===== config.mk =====
export PLATFORM = sky130hd
export DESIGN_NAME = ram_word_streamer
export DESIGN_NICKNAME = d
export VERILOG_FILES = /design/src/rtl/ram_word_streamer.sv
export SDC_FILE = /design/constraint.sdc
export NUM_CORES = 1
export LEC_CHECK = 0
export ABC_AREA = 0
export CAP_MARGIN = 20
export CORE_MARGIN = 4
export CORE_UTILIZATION = 54
export CTS_CLUSTER_SIZE = 8
export DETAILED_ROUTE_END_ITERATION = 8
export PLACE_DENSITY_LB_ADDON = 0.25
export SYNTH_ARGS = -nofsm -noshare
export SYNTH_HDL_FRONTEND = slang
export SYNTH_SLANG_ARGS = --single-unit

===== constraint.sdc =====
create_clock -name clk_in -period 3.5 [get_ports clk_in]
set_clock_uncertainty 0.15 [all_clocks]
set_input_delay 0.7 -clock clk_in [delete_from_list [all_inputs] [get_ports clk_in]]
set_output_delay 0.7 -clock clk_in [all_outputs]
set_load 0.005 [all_outputs]

===== src/rtl/ram_word_streamer.sv =====
`timescale 1ns/1ps
`default_nettype none
// ram_word_streamer -- streams a programmable run of words from a fixed-latency block RAM
// onto a valid/ready port with full backpressure.  Rev 1.0
module ram_word_streamer #(
   parameter int ADDR_W     = 12,
   parameter int DATA_W     = 1,
   parameter int RD_LAT     = 2,
   parameter int FIFO_DEPTH = 4
) (
   input  logic              clk_in,
   input  logic              rst_n,
   input  logic              start,
   input  logic [ADDR_W-1:0] base_addr,
   input  logic [ADDR_W:0]   length,
   input  logic [DATA_W-1:0] q,
   output logic [ADDR_W-1:0] read_addr,
   output logic              read_en,
   output logic [DATA_W-1:0] data_out,
   output logic              data_valid,
   input  logic              data_ready,
   output logic              busy,
   output logic              done
);

   localparam int c_PTR_W = $clog2(FIFO_DEPTH);
   localparam int c_CNT_W = $clog2(FIFO_DEPTH + 1);
   localparam int c_SUM_W = $clog2(FIFO_DEPTH + RD_LAT + 2) + 1;

   typedef enum logic [1:0] {
      S_IDLE  = 2'd0,
      S_RUN   = 2'd1,
      S_DRAIN = 2'd2,
      S_DONE  = 2'd3
   } state_t;

   state_t              r_state;
   logic [ADDR_W-1:0]   r_addr_cnt;
   logic [ADDR_W:0]     r_remaining;
   logic [RD_LAT-1:0]   r_sr;
   logic [DATA_W-1:0]   r_mem [FIFO_DEPTH];
   logic [c_PTR_W-1:0]  r_wr_ptr;
   logic [c_PTR_W-1:0]  r_rd_ptr;
   logic [c_CNT_W-1:0]  r_count;

   logic                w_push;
   logic                w_pop;
   logic                w_issue;
   logic                w_drain_done;
   logic [c_SUM_W-1:0]  w_inflight;
   logic [c_SUM_W-1:0]  w_used;

   assign data_out   = r_mem[r_rd_ptr];
   assign data_valid = (r_count != '0);
   assign w_pop      = data_valid && data_ready;
   assign w_push     = r_sr[RD_LAT-1];

   // Outstanding reads: the registered read_en stage plus every tag still in the latency pipe.
   always_comb begin
      w_inflight = c_SUM_W'(read_en);
      for (int i = 0; i < RD_LAT; i++) begin
         w_inflight = w_inflight + c_SUM_W'(r_sr[i]);
      end
   end

   // A word leaving the FIFO this cycle frees its slot in time for a new issue, which is
   // what sustains one word per cycle; occupancy still never exceeds FIFO_DEPTH.
   assign w_used       = c_SUM_W'(r_count) + w_inflight - c_SUM_W'(w_pop);
   assign w_issue      = (r_state == S_RUN) && (r_remaining != '0) &&
                         (w_used < c_SUM_W'(FIFO_DEPTH));
   assign w_drain_done = (w_inflight == '0) &&
                         ((r_count == '0) || ((r_count == c_CNT_W'(1)) && w_pop));

   always_ff @(posedge clk_in or negedge rst_n) begin
      if (!rst_n) begin
         r_state     <= S_IDLE;
         r_addr_cnt  <= '0;
         r_remaining <= '0;
         read_addr   <= '0;
         read_en     <= 1'b0;
         busy        <= 1'b0;
         done        <= 1'b0;
      end else begin
         read_en <= w_issue;
         done    <= 1'b0;
         if (w_issue) begin
            read_addr   <= r_addr_cnt;
            r_addr_cnt  <= r_addr_cnt + 1'b1;
            r_remaining <= r_remaining - 1'b1;
         end
         case (r_state)
            S_IDLE: begin
               if (start && !done) begin
                  r_addr_cnt  <= base_addr;
                  r_remaining <= length;
                  busy        <= 1'b1;
                  r_state     <= (length == '0) ? S_DONE : S_RUN;
               end
            end
            S_RUN: begin
               if (w_issue && (r_remaining == (ADDR_W+1)'(1))) begin
                  r_state <= S_DRAIN;
               end
            end
            S_DRAIN: begin
               if (w_drain_done) begin
                  r_state <= S_DONE;
               end
            end
            S_DONE: begin
               done    <= 1'b1;
               busy    <= 1'b0;
               r_state <= S_IDLE;
            end
            default: r_state <= S_IDLE;
         endcase
      end
   end

   always_ff @(posedge clk_in or negedge rst_n) begin
      if (!rst_n) begin
         r_sr     <= '0;
         r_wr_ptr <= '0;
         r_rd_ptr <= '0;
         r_count  <= '0;
         for (int i = 0; i < FIFO_DEPTH; i++) begin
            r_mem[i] <= '0;
         end
      end else begin
         r_sr[0] <= read_en;
         for (int i = 1; i < RD_LAT; i++) begin
            r_sr[i] <= r_sr[i-1];
         end
         if (w_push) begin
            r_mem[r_wr_ptr] <= q;
            r_wr_ptr        <= r_wr_ptr + 1'b1;
         end
         if (w_pop) begin
            r_rd_ptr <= r_rd_ptr + 1'b1;
         end
         case ({w_push, w_pop})
            2'b10:   r_count <= r_count + 1'b1;
            2'b01:   r_count <= r_count - 1'b1;
            default: r_count <= r_count;
         endcase
      end
   end

   a_no_overflow: assert property (@(posedge clk_in) disable iff (!rst_n)
      !(w_push && !w_pop && (r_count == c_CNT_W'(FIFO_DEPTH))));

endmodule
`default_nettype wire


Yosys cells after proc, flatten, opt, wreduce, memory -nomap -nowiden
Index checks and enable logic that the tools add are counted.

storage, ports and cells
  word-level logic and storage cells = 82
  output and inout port bits = 17
  input port bits = 30
  flip-flop bits (word level) = 55

operators by class
  equal/unequal tests = 10
  bitwise logic cells = 2
  $add $sub $neg = 10
  $lt $le $gt $ge = 4
  reduce and logical (&&, ||, !) cells = 20
  multiplexer cells = 21

operator list
  operator                 count
  $mux W13                 3
  $mux W12                 3
  $eq A13 B1 Y1 const B    1
  $logic_not A13 Y1        1
  $reduce_bool A13 Y1      1
  $sub A13 B1 Y13 const B  1
  $add A12 B1 Y12 const B  1
  $logic_and A1 B1 Y1      8
  $mux W2                  4
  $pmux W2 S4              1
  $eq A2 B2 Y1 const B     3
  $ge A3 B3 Y1 const B     2
  $not A2 Y3               2
  $pmux W3 S2              1
  $mux W1                  5
  $add A2 B1 Y2 const B    2
  $add A3 B3 Y4            1
  $bwmux W4                1
  $eq A2 B1 Y1 const B     2
  $logic_not A4 Y1         1
  $lt A4 B3 Y1 const B     1
  $ne A2 B2 Y1 const B     2
  $reduce_bool A2 Y1       2
  $sub A4 B1 Y4            1
  other kinds (17)         17

Depth between registers and ports, before layout
  word-level depth = 9
  mapped depth = 15
  depth with buffers taken out = 14

Worst setup path after synthesis
Ideal clock, no wire load.

  path type = register to register
  from = register r_sr[1]
  to = register r_remaining[8]
  library setup time = 0.137 ns
  arrival time = 2.795 ns
  required time = 3.213 ns
  cell stages (with the launch flop) = 15
  clock period less this slack = 3.082 ns
  path slack = 0.418 ns
  path through = dfrtp_1 -> clkbuf_1 -> inv_1 -> fa_1 -> ha_1 -> inv_1 -> ha_1 -> and3b_1 -> o211a_1 -> o211ai_4 -> inv_2 -> buf_4 -> nand3_1 -> xor2_1 -> a21oi_1

on the way
  longest elaborated chain between the ends = 8

RTL lines
  what                               line  RTL
  from (decl)                        40    logic [RD_LAT-1:0] r_sr;
  from (signal, indexed assignment)  132   r_sr[i] <= r_sr[i-1];
  $add A2 B1 Y3 (*)                  62    w_inflight = w_inflight + c_SUM_W'(r_sr[i]);
  $add A3 B3 Y4 (*)                  68    assign w_used = c_SUM_W'(r_count) + w_inflight - c_SUM_W'(w_pop);
  $sub A4 B1 Y4 (*)                  68
  $lt A4 B3 Y1 (*)                   70    (w_used < c_SUM_W'(FIFO_DEPTH));
  $logic_and A1 B1 Y1 (*)            69    assign w_issue = (r_state == S_RUN) && (r_remaining != '0) &&
  $mux W13 (*)                       86    if (w_issue) begin
  $mux W13                           93    if (start && !done) begin
  $mux W13 (*)                       91    case (r_state)
  to (signal assigned)               89    r_remaining <= r_remaining - 1'b1;
  to (signal assigned)               95    r_remaining <= length;
  to (decl)                          39    logic [ADDR_W:0] r_remaining;

Mark *: on every way between the ends. The rest lies on a longest branch, timed or not.
A chain may end at the register's enable or synchronous reset.

Final worst setup path
  from = register r_sr[1]
  to = register r_addr_cnt[10]

on the way
  longest elaborated chain between the ends = 8

RTL lines
  what                     line  RTL
  $add A2 B1 Y3 (*)        62
  $add A3 B3 Y4 (*)        68
  $sub A4 B1 Y4 (*)        68
  $lt A4 B3 Y1 (*)         70
  $logic_and A1 B1 Y1 (*)  69
  $mux W12 (*)             86
  $mux W12                 93
  $mux W12 (*)             91
  to (signal assigned)     88    r_addr_cnt <= r_addr_cnt + 1'b1;
  to (signal assigned)     94    r_addr_cnt <= base_addr;
  to (decl)                38    logic [ADDR_W-1:0] r_addr_cnt;

Marked as above.

==> results.json <==
{
  "outcome": "finished, final reports clean",
  "crit_path_top_delay_cell": "dfrtp_1",
  "ios": 47,
  "track_usage_pct": 17.49,
  "r2r_setup_slack_ps": 250,
  "p_int_w": 0.001868,
  "routedWlPerCell_um": 13.10,
  "power_frac_comb_pct": 46.3,
  "path_cells": "inv_1 -> fa_1 -> ha_1 -> inv_1 -> ha_1 -> and3b_1 -> nor4_4 -> o211ai_4 -> buf_12 -> nor4_2 -> xnor2_1 -> a21oi_1",
  "end_kind": "register",
  "hold_path_depth": 0,
  "area_growth_syn_to_layout_pct": 22.70,
  "tns_ps": 0,
  "yosysSeqAreaShare_pct": 45.32,
  "cts_hold_buf": 0,
  "grt_overflow": 0,
  "finalPower_w": 0.003047,
  "hp-start": "r_sr[0]$_DFF_PN0_",
  "report.final.slew_viol_count": 0,
  "avgSynthCellArea_um2": 9.671,
  "cpPeakStageDelay_ps": 490,
  "ys_warn_count": 0,
  "root_buffer": "clkbuf_8",
  "grt_antenna_before_repair": 0,
  "fin_crit_ps": 3246,
  "via_per_inst": 5.094,
  "numCtsBuffers": 5,
  "final_nets": 416,
  "setup_viol": 0,
  "peakVddDrop_mv": 0.4563,
  "die_w_um": 82.99,
  "wl_mm": 5.725,
  "grt_pass1_wl_mm": 9.936,
  "synthFlopType": "dfrtp_1",
  "cts_setup_buffers": 0,
  "path_clk_slew_ps": 110,
  "dieArea_um2": 6887,
  "cts_resized": 0,
  "coreArea_um2": 5473,
  "start_util_pct": 55.49,
  "via_count": 2226,
  "layout_commonest_cell": "nand2_1",
  "firstDrtPassIters": 4,
  "grt_pass1_vias": 2169,
  "place.gp.congestion": 0.8124,
  "p_sw_w": 0.001179,
  "r2r_end": "r_addr_cnt[10]$_DFF_PN0_",
  "critPathMaxFanout": 8,
  "seqPwrFrac_pct": 39.7,
  "synthArstFlopShare_pct": 100.0,
  "r2r_start": "r_sr[1]$_DFF_PN0_",
  "reg2reg_depth": 12,
  "worst_pin_slew_ps": 862.4,
  "cts-htree-levels": 2,
  "rsz0062_at_grt": "no",
  "fmax_mhz": 308.1,
  "ys_ff_latch": 55,
  "pwr-share-clk_pct": 14.0,
  "hold_viol_final": 0,
  "rows": 27,
  "worstPathArrival_ps": 3290,
  "syn_nets": 366,
  "path_class": "register to register",
  "final.period_utilization_pct": 92.74,
  "p_sw_share_pct": 38.69,
  "dp_hpwl_mm": 4.246,
  "cp.required_ps": 3550,
  "clock-sinks": 55,
  "synth_cells": 314,
  "powerDensity_nw_per_um2": 817.8,
  "ys_types": 46,
  "drc": 0,
  "grt_max_degree": 39,
  "diodes": 0,
  "leakage_nw": 1.592,
  "ant_nets": 0,
  "min_delay_worst_endpoint": "r_sr[1]$_DFF_PN0_",
  "max_slew_margin_pct": 42.50,
  "drt_first_iter_violations": 141,
  "cts_tree": "done",
  "final_cell_mix": "70 x nand2_1, 55 x dfrtp_1, 45 x clkdlybuf4s50_1",
  "startpoint_type": "register",
  "min_path_type": "register to register",
  "port_buffers": 46,
  "worstSkewPairLatency_ps": 310,
  "syn_area_um2": 3037,
  "clockBufferDepth": 2,
  "drive_gt1_share_pct": 10.68,
  "cap_violations": 0,
  "die_y_um": 82.99,
  "synth_edf_count": 0
}
power by group through the flow:
stage / clock network [W] / registers [W] / logic (W)
floorplan: 0 / 0.00117 / 0.000984
global placement: 0 / 0.00121 / 0.00137
detailed placement: 0 / 0.00122 / 0.00141
CTS: 0.000438 / 0.00121 / 0.00143
global route: 0.000466 / 0.00126 / 0.00159
finish: 0.000426 / 0.00121 / 0.00141
Yosys cell counts, types with 2 or more instances:
| cell | count | area (um^2) |
|---|---|---|
| xor2_1 | 7 | 61.31 |
| xnor2_1 | 21 | 183.9 |
| nand2_1 | 70 | 262.8 |
| nor2_1 | 20 | 75.07 |
| ha_1 | 21 | 262.8 |
| nand4_1 | 2 | 12.51 |
| nor3_1 | 4 | 20.02 |
| a31oi_1 | 3 | 18.77 |
| inv_1 | 20 | 75.07 |
| a21oi_1 | 9 | 45.04 |
| buf_4 | 2 | 15.01 |
| or3_1 | 2 | 12.51 |
| o21ai_0 | 9 | 45.04 |
| nor3_2 | 6 | 60.06 |
| nor4_1 | 3 | 18.77 |
| o21ai_1 | 11 | 55.05 |
| mux2_2 | 4 | 45.04 |
| buf_2 | 2 | 10.01 |
| nand2b_1 | 2 | 12.51 |
| nor4_2 | 3 | 37.54 |
| clkbuf_1 | 5 | 18.77 |
| mux2i_1 | 3 | 30.03 |
| dfrtp_1 | 55 | 1376 |
| nand3_1 | 8 | 40.04 |
worst max path at each step:
stage,start,endpoint,slack (ps),depth (start not counted)
finish,r_sr[1]$_DFF_PN0_,r_addr_cnt[10]$_DFF_PN0_,250,12
global route,r_sr[1]$_DFF_PN0_,r_remaining[12]$_DFF_PN0_,10,12
CTS,r_sr[1]$_DFF_PN0_,r_remaining[12]$_DFF_PN0_,230,12
detailed placement,data_ready,r_remaining[12]$_DFF_PN0_,70,12
global placement,data_ready,r_remaining[12]$_DFF_PN0_,140,12
floorplan,r_sr[1]$_DFF_PN0_,r_remaining[8]$_DFF_PN0_,420,14
area by class of cell:
| type | instances | area, um^2 |
|---|---|---|
| multi-input cells | 227 | 1525 |
| well taps | 72 | 90.09 |
| repair buffers | 54 | 540.5 |
| clock inverters | 3 | 46.29 |
| flip-flops and latches | 55 | 1376 |
| clock buffers | 5 | 68.82 |
| fillers | 444 | 1747 |
| inverters | 21 | 78.83 |
per-stage QoR:
step	setup WS, ps	area [um^2]	util, %	hold WS [ps]	instances
floorplan	417.9	3037	-	203.7	314
global placement	139.3	3611	65.98	216.1	429
detailed placement	68.09	3611	65.98	233.3	429
CTS	226.1	3726	68.08	254.2	437
global route	13.60	3726	68.08	266.2	437
finish	254.2	3726	68.08	251.1	437
logic make-up after synthesis:
kind of cell	Yosys count	synth area share [%]
simple gates	130	21.80
flops	55	45.32
compound gates	39	7.746
buf+inv	32	4.532
xor+xnor	28	8.076
fa+ha+maj	22	9.312
mux	8	3.214
worst max-delay path: cells and delay by family, from the launching register on:
family          cells  cell delay (ps)
fa+ha+maj           3              950
simple gates        3              810
flops               1              490
buf+inv             3              320
compound gates      2              240
xor+xnor            1              170
layer usage:
metal,GRT usage (%),vias to the layer above,part of all wire [%]
met2,27.84,51,46
met1,24.03,1030,48
met5,0,-,0
met3,3.770,8,4.5
met4,5.349,0,1.5
li1,-,1137,-
registers in the layout, summed over array words and instances (netlist names):
register and count:
r_mem 4, r_count 3, r_sr 2, r_rd_ptr 2, r_wr_ptr 2, r_remaining 13
busy 1, r_addr_cnt 12, r_state 2, read_en 1, done 1, read_addr 12
No activity file was read; power rests on OpenSTA's default activity.
